## src/rtl/fft_stage_sequencer.sv

```systemverilog
// Address generator and stage sequencer for an in-place radix-2 DIT FFT.
// Optional FFT_PERF_CNT_EN adds a RUN/DRAIN cycle counter output (cycle_cnt).
module fft_stage_sequencer #(
    parameter int N      = 512,
    parameter int M      = $clog2(N),
    parameter int BF_LAT = 3
) (
    input  logic         clk,
    input  logic         reset,
    input  logic         load,
    input  logic         start,
    output logic         load_ready,
    output logic         busy,
    output logic         done,
    output logic         result_bank,
    output logic         bank_rd,
    output logic [M-1:0] rd_adr_a,
    output logic [M-1:0] rd_adr_b,
    output logic [M-2:0] twiddle_adr,
    output logic [M-1:0] wr_adr_a,
    output logic [M-1:0] wr_adr_b,
    output logic         wr_en_a,
    output logic         wr_en_b,
    output logic         wr_sel_load
`ifdef FFT_PERF_CNT_EN
    ,
    output logic [15:0]  cycle_cnt
`endif
);

    localparam int SW = (M > 2) ? $clog2(M) : 1;
    localparam int D  = 1 + BF_LAT;
    localparam int DW = (D > 1) ? $clog2(D) : 1;
    localparam logic [M-2:0] BF_LAST = (M-1)'((N / 2) - 1);

    typedef enum logic [1:0] {S_IDLE, S_RUN, S_DRAIN, S_DONE} state_t;

    state_t         state_q, state_d;
    logic           rdy_q;
    logic [M:0]     load_cnt_q, load_cnt_d;
    logic           loaded_q, loaded_d;
    logic [SW-1:0]  stage_q, stage_d;
    logic [M-2:0]   bf_cnt_q, bf_cnt_d;
    logic [DW-1:0]  drain_cnt_q, drain_cnt_d;
    logic           bank_rd_q, bank_rd_d;

    logic           tag_v [D];
    logic [M-1:0]   tag_a [D];
    logic [M-1:0]   tag_b [D];

    logic           idle_like, load_acc, start_acc, issue;
    logic [M-1:0]   load_adr, b, span, mask, pos, tw_full;

    assign idle_like   = (state_q == S_IDLE) || (state_q == S_DONE);
    assign load_ready  = rdy_q && idle_like;
    assign load_acc    = load && load_ready;
    // load wins over start when both arrive together
    assign start_acc   = start && load_ready && loaded_q && !load;
    assign issue       = (state_q == S_RUN);
    assign busy        = (state_q == S_RUN) || (state_q == S_DRAIN);
    assign done        = (state_q == S_DONE);
    assign result_bank = ((M % 2) == 1);
    assign bank_rd     = bank_rd_q;

    // NOTE: sequential state uses non-blocking assignments so every flop samples pre-edge values.
    always_ff @(posedge clk or negedge reset) begin
        if (!reset) begin
            state_q     <= S_IDLE;
            rdy_q       <= 1'b0;
            load_cnt_q  <= '0;
            loaded_q    <= 1'b0;
            stage_q     <= '0;
            bf_cnt_q    <= '0;
            drain_cnt_q <= '0;
            bank_rd_q   <= 1'b0;
        end else begin
            state_q     <= state_d;
            rdy_q       <= 1'b1;
            load_cnt_q  <= load_cnt_d;
            loaded_q    <= loaded_d;
            stage_q     <= stage_d;
            bf_cnt_q    <= bf_cnt_d;
            drain_cnt_q <= drain_cnt_d;
            bank_rd_q   <= bank_rd_d;
        end
    end

    // NOTE: every always_comb output gets a default first, otherwise a latch is inferred.
    always_comb begin
        state_d     = state_q;
        load_cnt_d  = load_cnt_q;
        loaded_d    = loaded_q;
        stage_d     = stage_q;
        bf_cnt_d    = bf_cnt_q;
        drain_cnt_d = drain_cnt_q;
        bank_rd_d   = bank_rd_q;
        case (state_q)
            S_IDLE, S_DONE: begin
                if (load_acc) begin
                    state_d = S_IDLE;
                    if (load_cnt_q[M-1:0] == '1) begin
                        load_cnt_d = '0;
                        loaded_d   = 1'b1;
                    end else begin
                        load_cnt_d = load_cnt_q + 1'b1;
                        loaded_d   = 1'b0;
                    end
                end else if (start_acc) begin
                    state_d   = S_RUN;
                    stage_d   = '0;
                    bf_cnt_d  = '0;
                    bank_rd_d = 1'b0;
                    loaded_d  = 1'b0;
                end
            end
            S_RUN: begin
                if (bf_cnt_q == BF_LAST) begin
                    state_d     = S_DRAIN;
                    bf_cnt_d    = '0;
                    drain_cnt_d = '0;
                end else begin
                    bf_cnt_d = bf_cnt_q + 1'b1;
                end
            end
            S_DRAIN: begin
                if (drain_cnt_q == DW'(D - 1)) begin
                    if (stage_q == SW'(M - 1)) begin
                        state_d = S_DONE;
                    end else begin
                        state_d   = S_RUN;
                        stage_d   = stage_q + SW'(1);
                        bank_rd_d = ~bank_rd_q;
                        bf_cnt_d  = '0;
                    end
                end else begin
                    drain_cnt_d = drain_cnt_q + 1'b1;
                end
            end
            default: state_d = S_IDLE;
        endcase
    end

    // Butterfly k of stage s: insert a zero at bit s of k for the top address.
    always_comb begin
        b        = {1'b0, bf_cnt_q};
        span     = M'(1) << stage_q;
        mask     = span - M'(1);
        pos      = b & mask;
        tw_full  = pos << (SW'(M - 1) - stage_q);
        rd_adr_a    = '0;
        rd_adr_b    = '0;
        twiddle_adr = '0;
        if (issue) begin
            rd_adr_a    = ((b & ~mask) << 1) | pos;
            rd_adr_b    = (((b & ~mask) << 1) | pos) | span;
            twiddle_adr = tw_full[M-2:0];
        end
    end

    // NOTE: the tag pipe is reset so an aborted transform can never emit a stale write enable.
    always_ff @(posedge clk or negedge reset) begin
        if (!reset) begin
            for (int i = 0; i < D; i++) begin
                tag_v[i] <= 1'b0;
                tag_a[i] <= '0;
                tag_b[i] <= '0;
            end
        end else begin
            tag_v[0] <= issue;
            tag_a[0] <= rd_adr_a;
            tag_b[0] <= rd_adr_b;
            for (int i = 1; i < D; i++) begin
                tag_v[i] <= tag_v[i-1];
                tag_a[i] <= tag_a[i-1];
                tag_b[i] <= tag_b[i-1];
            end
        end
    end

    always_comb begin
        load_adr = '0;
        for (int i = 0; i < M; i++) load_adr[i] = load_cnt_q[M-1-i];
    end

    // Loads only happen in IDLE/DONE, where the tag pipe is already empty.
    always_comb begin
        wr_sel_load = load_acc;
        if (load_acc) begin
            wr_en_a  = 1'b1;
            wr_en_b  = 1'b0;
            wr_adr_a = load_adr;
            wr_adr_b = '0;
        end else begin
            wr_en_a  = tag_v[D-1];
            wr_en_b  = tag_v[D-1];
            wr_adr_a = tag_a[D-1];
            wr_adr_b = tag_b[D-1];
        end
    end

`ifdef FFT_PERF_CNT_EN
    always_ff @(posedge clk or negedge reset) begin
        if (!reset) begin
            cycle_cnt <= '0;
        end else if (start_acc) begin
            cycle_cnt <= '0;
        end else if (busy && (cycle_cnt != 16'hFFFF)) begin
            cycle_cnt <= cycle_cnt + 16'd1;
        end
    end
`endif

endmodule
```

## config.mk

```make
export PLATFORM = sky130hd
export DESIGN_NAME = fft_stage_sequencer
export DESIGN_NICKNAME = d
export VERILOG_FILES = /design/src/rtl/fft_stage_sequencer.sv
export SDC_FILE = /design/constraint.sdc
export NUM_CORES = 1
export LEC_CHECK = 0
export ABC_CLOCK_PERIOD_IN_PS = 8000
export BUFFER_PORTS_ARGS = -buffer_cell sky130_fd_sc_hd__buf_4
export CAP_MARGIN = 20
export CORE_MARGIN = 2
export CORE_UTILIZATION = 45
export DETAILED_ROUTE_END_ITERATION = 6
export PLACE_DENSITY = 0.62
export RECOVER_POWER = 50
export SLEW_MARGIN = 20
export SYNTH_ARGS = -nofsm -noshare
export SYNTH_HDL_FRONTEND = slang
export SYNTH_SLANG_ARGS = --single-unit
```

## constraint.sdc

```tcl
create_clock -name clk -period 8 [get_ports clk]
set_input_delay 1.6 -clock clk [delete_from_list [all_inputs] [get_ports clk]]
set_output_delay 1.6 -clock clk [all_outputs]
set_load 0.02 [all_outputs]
```

After elaboration in Yosys (flattened, before gate mapping)
Index checks and enable logic that the tools add are counted.
{ "totals": {"regBits": 105, "inputBits": 4, "output_inout_bits": 52} }
{ "op_classes": {"n_addsub": 6, "eq_ne": 14, "shift": 2, "mux": 35, "bitwise": 6, "reduce_logical": 19} }
{ "ops": {"columns": ["cell", "n"], "rows": [
  ["$mux W8", 6],
  ["$mux W9", 4],
  ["$pmux W8 S3", 1],
  ["$or A9 B9 Y9", 2],
  ["$mux W4", 4],
  ["$mux W2", 7],
  ["$add A10 B1 Y10 const B", 1],
  ["$mux W10", 1],
  ["$and A8 B9 Y9", 1],
  ["$eq A9 B9 Y1 const B", 1],
  ["$shl A1 B4 Y9 const A", 1],
  ["$shl A9 B4 Y8", 1],
  ["$sub A9 B1 Y9 const B", 1],
  ["$add A8 B1 Y8 const B", 1],
  ["$and A8 B8 Y8", 1],
  ["$eq A8 B8 Y1 const B", 1],
  ["$mux W1", 8],
  ["$ne A2 B2 Y1 const B", 4],
  ["$not A8 Y8", 1],
  ["$pmux W4 S2", 1],
  ["$eq A2 B2 Y1 const B", 3],
  ["$pmux W2 S3", 1],
  ["$reduce_and A3 Y1", 2],
  ["$reduce_bool A2 Y1", 3],
  ["other kinds (18)", 25]
]} }

Longest topological paths before layout
Gate-level depths: netlist of run 1.
{ "depth": {"ltp_word": 9, "mapped_depth": 13, "depth_no_buf": 12} }

Worst setup path before layout of run 1
Ideal clock, no wire load.
{ "synth_path": {"path_kind": "reg2out", "start": "register stage_q[0]", "end": "output twiddle_adr[7]", "arrival_ns": 2.998, "t_required_ns": 6.400, "setup_slack_ns": 3.402, "stages_incl_launch_ff": 14, "path_buffers": 1, "path_cell_list": "dfrtp_1 -> inv_1 -> ha_1 -> ha_1 -> buf_2 -> inv_2 -> nor2_1 -> inv_2 -> ha_1 -> nand2b_1 -> mux2i_1 -> and3_1 -> a2111oi_0 -> nor4_1"} }
{ "synth_between": {"elab_chain_len": 5, "word_cells_on_any_way": 6} }
{ "synth_lines": {"columns": ["element", "line", "source"], "rows": [
  ["start: declaration", "42", "logic [SW-1:0] stage_q, stage_d;"],
  ["start signal: assignment", "81", "stage_q <= stage_d;"],
  ["$shl A1 B4 Y9", "146", "span = M'(1) << stage_q;"],
  ["$sub A9 B1 Y9", "147", "mask = span - M'(1);"],
  ["$and A8 B9 Y9", "148", "pos = b & mask;"],
  ["$shl A9 B4 Y8 *", "149", "tw_full = pos << (SW'(M - 1) - stage_q);"],
  ["$mux W8 *", "153", "if (issue) begin"],
  ["end: declaration", "19", "output logic [M-2:0] twiddle_adr,"]
]} }
Mark *: on every way between the ends. The rest lies on a longest branch, timed or not.

Worst setup path in the final report of run 1
Ends and elaborated chain as after synthesis.

==> out/metrics.yaml, run 1 <==
run_status:
  status: "finished, violations left"
  failed_checks: "capacitance limit, slew limit"
detailed_routing:
  postRouteAntennaNets: 0
  wire_per_inst_um: 15.2
  routed_wirelength_um: 9400
  drc_errors: 0
  via_to_cell_ratio: 5.22
  dr_total_vias: 3221
  drtIter0Drc: 258
  drt-pass1-iter-count: 4
yosys:
  synth_warnings: 0
  syn_avg_cell_area_um2: 10.5
  synth_cell_types: 62
  synth.top_cell.area_share: 0.573
  number_of_enable_flip_flop_cells_after_synthesis: 0
  async_reset_ff_frac: 1.00
  seq_area_frac_synth: 0.573
  ys_top_cells_by_area: "dfrtp_1 57%, nand2_1 5.7%, ha_1 4.4%"
  synth_area_leader_cell: "dfrtp_1"
  synth.cell_area_um2: 4540
  synth_seq_cells: 104
  ys_dominant_reg_cell: "dfrtp_1"
  netlist_instances: 432
clock_tree:
  ctsResizeCount: 0
  cts_setup_buffers: 0
  worstSkewPairLatency_ns: 0.36
  cts-hold-fix-buffers: 0
  root_buffer_cell: "clkbuf_8"
  clk_transition_reported_paths_ns: 0.11
  tritoncts: "yes"
  cts.htree.levels: 3
  tritoncts_num_sinks: 104
  ctsLongestPathBuffers: 2
  cts_buffers: 9
worst_setup_path:
  worstRegToRegCells: 12
  worstSetupStartpoint: "stage_q[0]"
  critPathMaxFanout: 16
  startpoint_type: "flip-flop"
  worstReg2RegEnd: "tag_b[33]"
  critPathCapture: "twiddle_adr[7]"
  worst_ep_arrival_time_ns: 3.94
  r2r_start: "stage_q[0]"
  r2r_slack_ns: 4.57
  crit_type: "flip-flop to primary output"
  worstSetupEndpointType: "primary output"
  required_ns: 6.40
sta:
  setup_viol_count_final: 0
  min_period_ns: 5.54
  finalCritPeriodShare: 0.693
  timing_max_transition_violations_final: 31
  fin_worst_skew_ns: 0.0143
  worst_pin_slew_ns: 1.59
  unrepaired_setup_endpoints_after_global_routing: "no"
  maximum_frequency_from_static_timing_analysis_mhz: 180
  tns_ns: 0
  max_slew_margin: -0.0576
  finalHoldViolCount: 0
grt:
  first_pass_grt_wire_length_um: 15800
  via_count_of_the_first_global_routing_pass: 3081
  initial_antenna_violation_count: 0
  grt-ovfl-total: 0
  grtUsageTotal: 0.181
  maximum_number_of_pins_on_one_net_before_global_route_repair: 76
place:
  post-dp-hpwl_um: 6790
  io_buffers: 54
  gp_routability_congestion: 0.849
layout:
  drive_gt1_frac: 0.163
  layout.nets: 499
  antenna-diode-count: 0
  final_util: 0.532
  area_growth_syn_to_layout_pct: 14.5
job:
  max-cap-violations: 1
pwr:
  p_leak_nw: 2.59
  cellPowerDensity_nw_per_um2: 304
  ir_drop_mv: 0.144
hold_path:
  worst_hold_path_type: "flip-flop to flip-flop"
  whs_path_depth: 0
floorplan:
  floorplan.io_pins: 56
  initial_utilization: 0.465
  dieArea_um2: 10900
  placeableCoreArea_um2: 9770
  row_count: 36
  die_h_um: 104
  die_width_um: 104
==> how the worst min path moves through the flow <==
| stage | to | from | slack [ns] |
|---|---|---|---|
| 2_1_floorplan | tag_a[0] | tag_a[9] | 0.33 |
| 3_3_place_gp | tag_a[13] | tag_a[22] | 0.33 |
| 3_5_place_dp | tag_a[11] | tag_a[20] | 0.33 |
| 4_1_cts | tag_b[25] | tag_b[34] | 0.34 |
| 5_1_grt | tag_b[11] | tag_b[20] | 0.36 |
| 6_report | tag_b[18] | tag_b[27] | 0.35 |
==> layout by cell type, fill, tap and decap left out, types with 5 or more instances in the layout <==
| cell | instances |
|---|---|
| nand2_1 | 69 |
| mux2i_1 | 6 |
| nand3_1 | 12 |
| o21ai_1 | 5 |
| ha_1 | 16 |
| inv_1 | 16 |
| nor3_1 | 11 |
| clkbuf_8 | 9 |
| o21ai_0 | 28 |
| nor2b_1 | 16 |
| a22o_1 | 7 |
| dfrtp_1 | 104 |
| o31ai_1 | 5 |
| and3_1 | 5 |
| buf_4 | 52 |
| nor2_1 | 23 |
| a21oi_1 | 11 |
==> Yosys cell counts (2+ instances only) <==
| cell type | instances |
|---|---|
| o41ai_1 | 2 |
| clkbuf_1 | 11 |
| mux2_2 | 3 |
| a31oi_1 | 4 |
| o21ai_1 | 6 |
| o31ai_1 | 4 |
| nand4_1 | 2 |
| or3_1 | 4 |
| nor3_1 | 11 |
| ha_1 | 16 |
| a21oi_1 | 11 |
| a2111oi_0 | 3 |
| dfrtp_1 | 104 |
| xnor2_1 | 2 |
| o211a_1 | 3 |
| mux2i_1 | 6 |
| nor2b_1 | 16 |
| a22oi_1 | 2 |
| nor4_1 | 3 |
| nor2_1 | 23 |
| o21a_1 | 3 |
| inv_1 | 14 |
| buf_2 | 7 |
| nor3b_1 | 2 |
| o22ai_1 | 4 |
| o21ai_0 | 27 |
| a31o_1 | 2 |
| a211oi_1 | 3 |
| nand2b_1 | 4 |
| a22o_1 | 7 |
| nand3_1 | 12 |
| and2_1 | 4 |
| and3_1 | 5 |
| inv_2 | 2 |
| nand2_1 | 69 |
| o32ai_1 | 3 |
| a21o_1 | 3 |
==> power by group <==
group          switching, mW  total, mW  internal, mW
Clock                  0.187      0.307         0.120
Sequential            0.0578      0.666         0.608
Combinational          0.399      0.609         0.210
Total                  0.644       1.58         0.938
==> worst max-delay path: stages (launching register included) <==
cell	delay, ns
dfrtp_1	0.65
inv_1	0.24
ha_1	0.30
ha_1	0.30
inv_1	0.12
nor2_1	0.07
inv_1	0.16
ha_1	0.31
nand3b_1	0.10
or3_1	0.33
and4_1	0.28
a2111oi_0	0.45
nor4_1	0.09
buf_4	0.18
==> stage by stage <==
step           power [mW]  worst slack, ns  cells  area [um^2]  hold WS (ns)
2_1_floorplan        1.10             3.40    433         4550         0.331
3_3_place_gp         1.29             3.07    601         5040         0.331
3_5_place_dp         1.30             2.97    601         5040         0.335
4_1_cts              1.60             2.55    617         5220         0.344
5_1_grt              1.70             2.18    617         5200         0.356
6_report             1.58             2.46    617         5200         0.353
==> cells by family (layout without fill, tap and decap cells) <==
family	after synthesis	count (layout)	share of synthesized area
simple gates	167	167	0.182
compound gates	96	96	0.143
mux	9	9	0.0207
fa+ha+maj	16	16	0.0441
other cells	1	2	0.000826
xor+xnor	2	2	0.00386
flops	104	104	0.573
buf+inv	37	88	0.0333
==> per-layer routing <==
| metal | wire length (um) | GRT usage | part of all wire |
|---|---|---|---|
| met1 | 4450 | 0.243 | 0.47 |
| met3 | 331 | 0.0332 | 0.035 |
| met5 | 0 | 0 | 0 |
| met2 | 4500 | 0.300 | 0.48 |
| met4 | 111 | 0.0531 | 0.012 |
==> area by class of cell <==
cell class                      count  area [um^2]
Multi-Input combinational cell    292         1780
Clock buffer                        9          124
Clock inverter                      7         61.3
Sequential cell                   104         2600
Timing Repair Buffer               55          402
Tap cell                          133          166
Inverter                           17         63.8
Fill cell                         898         4570
==> state kept, by name (all words and copies together), names as in the netlist <==
name and count:
tag_a 36, tag_b 36, load_cnt_q 9, bf_cnt_q 8, stage_q 4, tag_v 4, drain_cnt_q 2, state_q 2
bank_rd 1, loaded_q 1, rdy_q 1
Note: power is estimated with default switching activity, not from simulation.
==> inputs of run 2 (changes only) <==
--- a/config.mk
+++ b/config.mk
@@ -5,13 +5,14 @@
 export SDC_FILE = /design/constraint.sdc
 export NUM_CORES = 1
 export LEC_CHECK = 0
-export ABC_CLOCK_PERIOD_IN_PS = 8000
+export ABC_AREA = 1
+export ABC_CLOCK_PERIOD_IN_PS = 5100
 export BUFFER_PORTS_ARGS = -buffer_cell sky130_fd_sc_hd__buf_4
 export CAP_MARGIN = 20
 export CORE_MARGIN = 2
 export CORE_UTILIZATION = 45
 export DETAILED_ROUTE_END_ITERATION = 6
-export PLACE_DENSITY = 0.62
+export PLACE_DENSITY = 0.63
 export RECOVER_POWER = 50
 export SLEW_MARGIN = 20
 export SYNTH_ARGS = -nofsm -noshare
==> constraint.sdc (replaced) <==
create_clock -name clk -period 5.1 [get_ports clk]
set_input_delay 1.02 -clock clk [delete_from_list [all_inputs] [get_ports clk]]
set_output_delay 1.02 -clock clk [all_outputs]
set_load 0.02 [all_outputs]
==> run 2 against run 1 <==
- wire length down 6.9%
- final area is 1.1% lower
- global-route usage is 0.074 points higher
- the run still ends with capacitance limit, slew limit left
- via count down 2.0%
- worst setup slack lost 1.5 ns
- total power rose by 63%
- clock power rose by 66%
- worst hold slack improved by 0.0035 ns
- critical endpoint is now rd_adr_b[6]
- sequential share of layout area increased by 0.57 points
- combinational power grew 71%
- clock-buffer cell count did not move
- register-to-register slack got worse by 2.2 ns
==> out/metrics.yaml, run 2 <==
run_status:
  failed_checks: "capacitance limit, slew limit"
  status: "finished, violations left"
grt:
  maximum_number_of_pins_on_one_net_before_global_route_repair: 83  # +9.2%
  via_count_of_the_first_global_routing_pass: 3023  # -1.9%
  first_pass_grt_wire_length_um: 14700  # -7.3%
  grt-ovfl-total: 0  # unchanged
  grtUsageTotal: 0.182  # +0.000743
  initial_antenna_violation_count: 0  # unchanged
yosys:
  ys_top_cells_by_area: "dfrtp_1 59%, nand2_1 7.7%, inv_1 4.6%"
  synth.cell_area_um2: 4400  # -3.1%
  number_of_enable_flip_flop_cells_after_synthesis: 0  # unchanged
  synth_cell_types: 43  # -31%
  syn_avg_cell_area_um2: 9.74  # -7.3%
  synth_commonest_cells: "104 x dfrtp_1, 90 x nand2_1, 54 x inv_1"
  synth_area_leader_cell: "dfrtp_1"
  seq_area_frac_synth: 0.591  # +0.0181
  netlist_instances: 452  # +4.6%
  synth_warnings: 0  # unchanged
  synth.most_common_cell: "dfrtp_1"
  synth_seq_cells: 104  # unchanged
  async_reset_ff_frac: 1.00  # unchanged
  synth.top_cell.area_share: 0.591  # +0.0181
  ys_dominant_reg_cell: "dfrtp_1"
detailed_routing:
  routed_wirelength_um: 8740  # -6.9%
  postRouteAntennaNets: 0  # unchanged
  drt-pass1-iter-count: 4  # unchanged
  drc_errors: 0  # unchanged
  drtIter0Drc: 120  # -53%
  wire_per_inst_um: 13.5  # -11%
  dr_total_vias: 3155  # -2.0%
  via_to_cell_ratio: 4.88  # -6.6%
job:
  max-cap-violations: 1  # unchanged
sta:
  fin_worst_skew_ns: 0.00882  # -0.00552 ns
  finalCritPeriodShare: 0.819
  timing_max_transition_violations_final: 63  # +100%
  setup_slack_ns: 0.924  # -1.53 ns
  unrepaired_setup_endpoints_after_global_routing: "no"
  min_period_ns: 4.18
  setup_viol_count_final: 0  # unchanged
  tns_ns: 0  # unchanged
  finalHoldViolCount: 0  # unchanged
  max_slew_margin: -0.683  # -0.626
  maximum_frequency_from_static_timing_analysis_mhz: 239
  worst_pin_slew_ns: 2.53  # +0.939 ns
clock_tree:
  cts.htree.levels: 3  # unchanged
  cts_buffers: 9  # unchanged
  clk_transition_reported_paths_ns: 0.11  # about the same
  tritoncts_num_sinks: 104  # unchanged
  cts_setup_buffers: 0  # unchanged
  cts-hold-fix-buffers: 0  # unchanged
  ctsLongestPathBuffers: 2  # unchanged
  tritoncts: "yes"
  worstSkewPairLatency_ns: 0.36  # about the same
  root_buffer_cell: "clkbuf_8"
  ctsResizeCount: 0  # unchanged
floorplan:
  initial_utilization: 0.457  # -0.00789
  die_width_um: 103  # -1.5%
  dieArea_um2: 10600  # -2.9%
  die_h_um: 103  # -1.5%
  placeableCoreArea_um2: 9640  # -1.4%
  floorplan.io_pins: 56  # unchanged
  row_count: 36  # unchanged
worst_setup_path:
  series_of_cell_instances_along_the_critical_path: "inv_1 > ha_1 > ha_1 > nand2_4 > ha_1 > inv_1 > a21oi_1 > nand2_1 > nand2_1 > nand3_2 > o21ai_1 > inv_1 > a21oi_1 > buf_4"
  crit_path_top_delay_cell: "dfrtp_1"
  slowest_delay_ns: 0.57  # -0.08 ns
  worstRegToRegCells: 13  # +1
  worstSetupEndpointType: "primary output"
  startpoint_type: "flip-flop"
  worst_ep_arrival_time_ns: 3.16  # -0.78 ns
  worstReg2RegEnd: "tag_b[33]"
  required_ns: 4.08  # -2.32 ns
  r2r_start: "stage_q[0]"
  critPathMaxFanout: 13  # -3
  crit_type: "flip-flop to primary output"
  r2r_slack_ns: 2.40  # -2.17 ns
hold_path:
  worstHoldStart: "tag_b[19]"
  whs_path_depth: 0  # unchanged
  min_to: "tag_b[10]"
  worst_hold_path_type: "flip-flop to flip-flop"
layout:
  drive_gt1_frac: 0.196  # +0.0333
  layout.nets: 529  # +6.0%
  biggestRegsByFlops: "tag_a (36), tag_b (36), load_cnt_q (9)"
  layout_commonest_cell: "dfrtp_1"
  antenna-diode-count: 0  # unchanged
  layout.filler_cells: 895  # -0.33%
  finalInstanceArea_um2: 5140  # -1.1%
  area_growth_syn_to_layout_pct: 16.8
  final_cell_mix: "104 x dfrtp_1, 90 x nand2_1, 54 x inv_1, 54 x buf_4, 31 x nor2_1"
place:
  gp_routability_congestion: 0.902  # +6.2%
  placed_cell_area_um2: 4920  # -2.3%
  post-dp-hpwl_um: 6630  # -2.3%
  io_buffers: 54  # unchanged
  pre_cts_ws_ns: 1.32  # -1.65 ns
pwr:
  power.total_mw: 2.58  # +63%
  p_leak_nw: 2.76  # +6.6%
  ir_drop_mv: 0.214  # +48%
  cellPowerDensity_nw_per_um2: 502  # +65%
## run 2: cell count changes in the layout (fill, tap and decap cells not counted), moves of 8 or more
cell / change
a21oi_1: +13
nand3_1: +18
inv_1: +38
nand2_1: +21
nor3_1: -8
nor2_1: +8
nor2b_1: -16
## run 2: final cells by class
type	instances	area, um^2	share of cell area
Clock buffer	9	124	0.0241
Clock inverter	7	86.3	0.0168
Inverter	61	233	0.0453
Multi-Input combinational cell	277	1510	0.293
Sequential cell	104	2600	0.506
Tap cell	133	166	0.0324
Timing Repair Buffer	56	422	0.0820
## run 2: critical path: cells and delay by family, from the launching register on
kind                       cells  cell delay [ns]
DFF                            1             0.57
and+or+nand+nor                4             0.37
AOI/OAI and AO/OA              3             0.46
adders and majority gates      3             0.76
buffers and inverters          4             0.61
## run 2: report_power, final
group	switching [mW]	internal (mW)
clock	0.310	0.199
combinational	0.697	0.345
sequential	0.0781	0.953
total	1.09	1.50
## run 2: logic make-up (layout without fill, tap and decap cells)
| family | count (synthesis) | in the layout | synth area share |
|---|---|---|---|
| AO/OA/AOI/OAI | 68 | 68 | 0.0858 |
| XOR/XNOR | 4 | 4 | 0.00966 |
| adder cells (fa/ha/maj) | 16 | 16 | 0.0455 |
| buffers and inverters | 72 | 133 | 0.0671 |
| flip-flops | 104 | 104 | 0.591 |
| other | 1 | 2 | 0.000852 |
| AND/OR/NAND/NOR | 187 | 187 | 0.200 |
## run 2: how the worst max path moves through the flow
stage | slack (ns) | from | to | depth (start not counted)
2_1_floorplan | 1.56 | stage_q[0] | rd_adr_b[2] | 12
5_1_grt | 0.42 | reset | tag_b[11] | 2
4_1_cts | 0.88 | stage_q[0] | rd_adr_b[6] | 14
3_5_place_dp | 1.32 | stage_q[0] | rd_adr_b[6] | 14
6_report | 0.92 | stage_q[0] | rd_adr_b[6] | 14
3_3_place_gp | 1.44 | stage_q[0] | rd_adr_b[6] | 14
## run 2: layer usage
layer | part of all wire | GRT usage | up-vias
met5 | 0 | 0 | -
met4 | 0.030 | 0.0739 | 0
met3 | 0.043 | 0.0427 | 19
met2 | 0.50 | 0.302 | 75
met1 | 0.43 | 0.230 | 1493
li1 | - | - | 1568
## run 2: through the flow
| stage | hold slack, ns | utilization | instances |
|---|---|---|---|
| 2_1_floorplan | 0.331 | - | 453 |
| 5_1_grt | 0.359 | 0.533 | 647 |
| 4_1_cts | 0.360 | 0.533 | 646 |
| 3_3_place_gp | 0.332 | 0.511 | 630 |
| 3_5_place_dp | 0.335 | 0.511 | 630 |
| 6_report | 0.356 | 0.533 | 647 |
==> inputs of run 3 (changes only) <==
--- a/config.mk
+++ b/config.mk
@@ -5,14 +5,14 @@
 export SDC_FILE = /design/constraint.sdc
 export NUM_CORES = 1
 export LEC_CHECK = 0
-export ABC_AREA = 1
-export ABC_CLOCK_PERIOD_IN_PS = 5100
+export ABC_AREA = 0
+export ABC_CLOCK_PERIOD_IN_PS = 4100
 export BUFFER_PORTS_ARGS = -buffer_cell sky130_fd_sc_hd__buf_4
 export CAP_MARGIN = 20
 export CORE_MARGIN = 2
 export CORE_UTILIZATION = 45
 export DETAILED_ROUTE_END_ITERATION = 6
-export PLACE_DENSITY = 0.63
+export PLACE_DENSITY = 0.62
 export RECOVER_POWER = 50
 export SLEW_MARGIN = 20
 export SYNTH_ARGS = -nofsm -noshare
==> constraint.sdc (replaced) <==
create_clock -name clk -period 4.1 [get_ports clk]
set_input_delay 0.82 -clock clk [delete_from_list [all_inputs] [get_ports clk]]
set_output_delay 0.82 -clock clk [all_outputs]
set_load 0.02 [all_outputs]
==> run 3 against run 2 <==
- the run still ends with capacitance limit, slew limit left
- final area increased by 3.8%
- worst hold slack got worse by 0.018 ns
- clock skew rose by 0.0080 ns
- flip-flop and latch count unchanged
- worst setup slack worse by 0.70 ns
- global-route usage increased by 0.25 points
- critical path type unchanged
- largest power group is now registers
==> out/metrics.yaml, run 3 (synthesized netlist as in run 1, its figures left out) <==
floorplan:
  placeableCoreArea_um2: 9770  # +1.4%
  dieArea_um2: 10900  # +3.0%
  die_width_um: 104  # +1.5%
  row_count: 36  # unchanged
  initial_utilization: 0.465  # +0.00789
  floorplan.io_pins: 56  # unchanged
  die_h_um: 104  # +1.5%
detailed_routing:
  dr_total_vias: 3263  # +3.4%
  routed_wirelength_um: 9570  # +9.4%
  drtIter0Drc: 210  # +75%
  wire_per_inst_um: 15.3  # +13%
  drc_errors: 0  # unchanged
  postRouteAntennaNets: 0  # unchanged
  drt-pass1-iter-count: 4  # unchanged
  via_to_cell_ratio: 5.21  # +6.9%
pwr:
  ir_drop_mv: 0.343  # +60%
  p_leak_nw: 2.65  # -4.2%
  power.total_mw: 3.18  # +23%
  cellPowerDensity_nw_per_um2: 596  # +19%
sta:
  finalHoldViolCount: 0  # unchanged
  timing_max_transition_violations_final: 77  # +22%
  min_period_ns: 3.88
  setup_slack_ns: 0.220  # -0.704 ns
  max_slew_margin: -0.186  # +0.497
  maximum_frequency_from_static_timing_analysis_mhz: 258
  setup_viol_count_final: 0  # unchanged
  fin_worst_skew_ns: 0.0168  # +0.00795 ns
  finalCritPeriodShare: 0.946
  worst_pin_slew_ns: 1.78  # -0.745 ns
hold_path:
  worstHoldStart: "tag_b[28]"
  whs_path_depth: 0  # unchanged
  worst_hold_path_type: "flip-flop to flip-flop"
  min_to: "tag_b[19]"
layout:
  final_cell_mix: "103 x dfrtp_1, 69 x nand2_1, 62 x buf_4"
  biggestRegsByFlops: "tag_a (36), tag_b (36), load_cnt_q (9)"
  antenna-diode-count: 0  # unchanged
  area_growth_syn_to_layout_pct: 17.5
  layout.nets: 508  # -4.0%
  layout_commonest_cell: "dfrtp_1"
  drive_gt1_frac: 0.211  # +0.0145
  finalNonFillerCells: 626  # -3.2%
  finalInstanceArea_um2: 5340  # +3.8%
worst_setup_path:
  required_ns: 3.28  # -0.80 ns
  r2r_start: "stage_q[1]"
  startpoint_type: "flip-flop"
  worstReg2RegEnd: "tag_b[33]"
  crit_type: "flip-flop to primary output"
  worstRegToRegCells: 12  # -1
  worstSetupEndpointType: "primary output"
  worst_ep_arrival_time_ns: 3.06  # -0.10 ns
  r2r_slack_ns: 1.49  # -0.91 ns
  critPathMaxFanout: 8  # -5
job:
  max-cap-violations: 1  # unchanged
place:
  placed_cells_incl_taps: 609  # -3.3%
  placed_cell_area_um2: 5100  # +3.5%
  gp_routability_congestion: 0.870  # -3.6%
  io_buffers: 54  # unchanged
  post-dp-hpwl_um: 6810  # +2.6%
  pre_cts_ws_ns: 0.320  # -0.996 ns
grt:
  first_pass_grt_wire_length_um: 15900  # +8.6%
  initial_antenna_violation_count: 0  # unchanged
  via_count_of_the_first_global_routing_pass: 3153  # +4.3%
  grt-ovfl-total: 0  # unchanged
  grtUsageTotal: 0.184  # +0.00251
  maximum_number_of_pins_on_one_net_before_global_route_repair: 77  # -7.2%
clock_tree:
  cts-hold-fix-buffers: 0  # unchanged
  root_buffer_cell: "clkbuf_8"
  cts.htree.levels: 3  # unchanged
  tritoncts_num_sinks: 104  # unchanged
  worstSkewPairLatency_ns: 0.37  # about the same
  tritoncts: "yes"
  ctsLongestPathBuffers: 2  # unchanged
  clk_transition_reported_paths_ns: 0.12  # about the same
  cts_buffers: 9  # unchanged
run_status:
  failed_checks: "capacitance limit, slew limit"
  status: "finished, violations left"
## run 3: area by class of cell
class	count	area, um^2
multi-input combinational	292	1840
fill	860	4440
clock inverter	7	68.8
clock buffer	9	124
timing repair buffer	64	474
tap	133	166
inverter	17	63.8
sequential	104	2600
## run 3: worst max path at each step
stage,startpoint,to,slack [ns],depth (start not counted)
after floorplan,stage_q[0],twiddle_adr[7],0.28,13
after global placement,stage_q[0],twiddle_adr[7],0.38,14
after detailed placement,stage_q[1],twiddle_adr[7],0.32,13
after CTS,stage_q[1],twiddle_adr[7],0.007,13
after global routing,stage_q[1],twiddle_adr[7],-0.02,14
final,stage_q[1],twiddle_adr[7],0.22,13
## run 3: repair_timing
| item | CTS | global route |
|---|---|---|
| setup buffers | 0 | 1 |
| resized for setup | 3 | 11 |
| pin swaps | 0 | 1 |
| setup endpoints to repair | 3 | 14 |
## run 3: metal layers
layer | wire (um) | GRT usage
met5 | 0 | 0
met4 | 241 | 0.0734
met2 | 4660 | 0.299
met1 | 4300 | 0.242
met3 | 372 | 0.0382
## run 3: per-stage QoR
step	hold slack [ns]	utilization	setup TNS, ns
final	0.338	0.546	0
after global routing	0.349	0.546	-0.0158
after CTS	0.344	0.542	0
after detailed placement	0.335	0.522	0
after global placement	0.331	0.522	0
after floorplan	0.331	-	0
## run 3: power breakdown
| group | internal (mW) | switching, mW |
|---|---|---|
| combinational | 0.472 | 0.809 |
| clock | 0.238 | 0.368 |
| sequential | 1.19 | 0.104 |
## run 3: worst max-delay path, stage by stage (launching register included)
cell and delay [ns]:
dfrtp_2 0.42, inv_1 0.10, ha_2 0.21, ha_4 0.20, inv_2 0.07, nor2_2 0.04
inv_2 0.09, ha_2 0.25, nand3b_1 0.08, or3_1 0.32, and4_1 0.28, a2111oi_2 0.39
nor4_1 0.08, buf_4 0.17
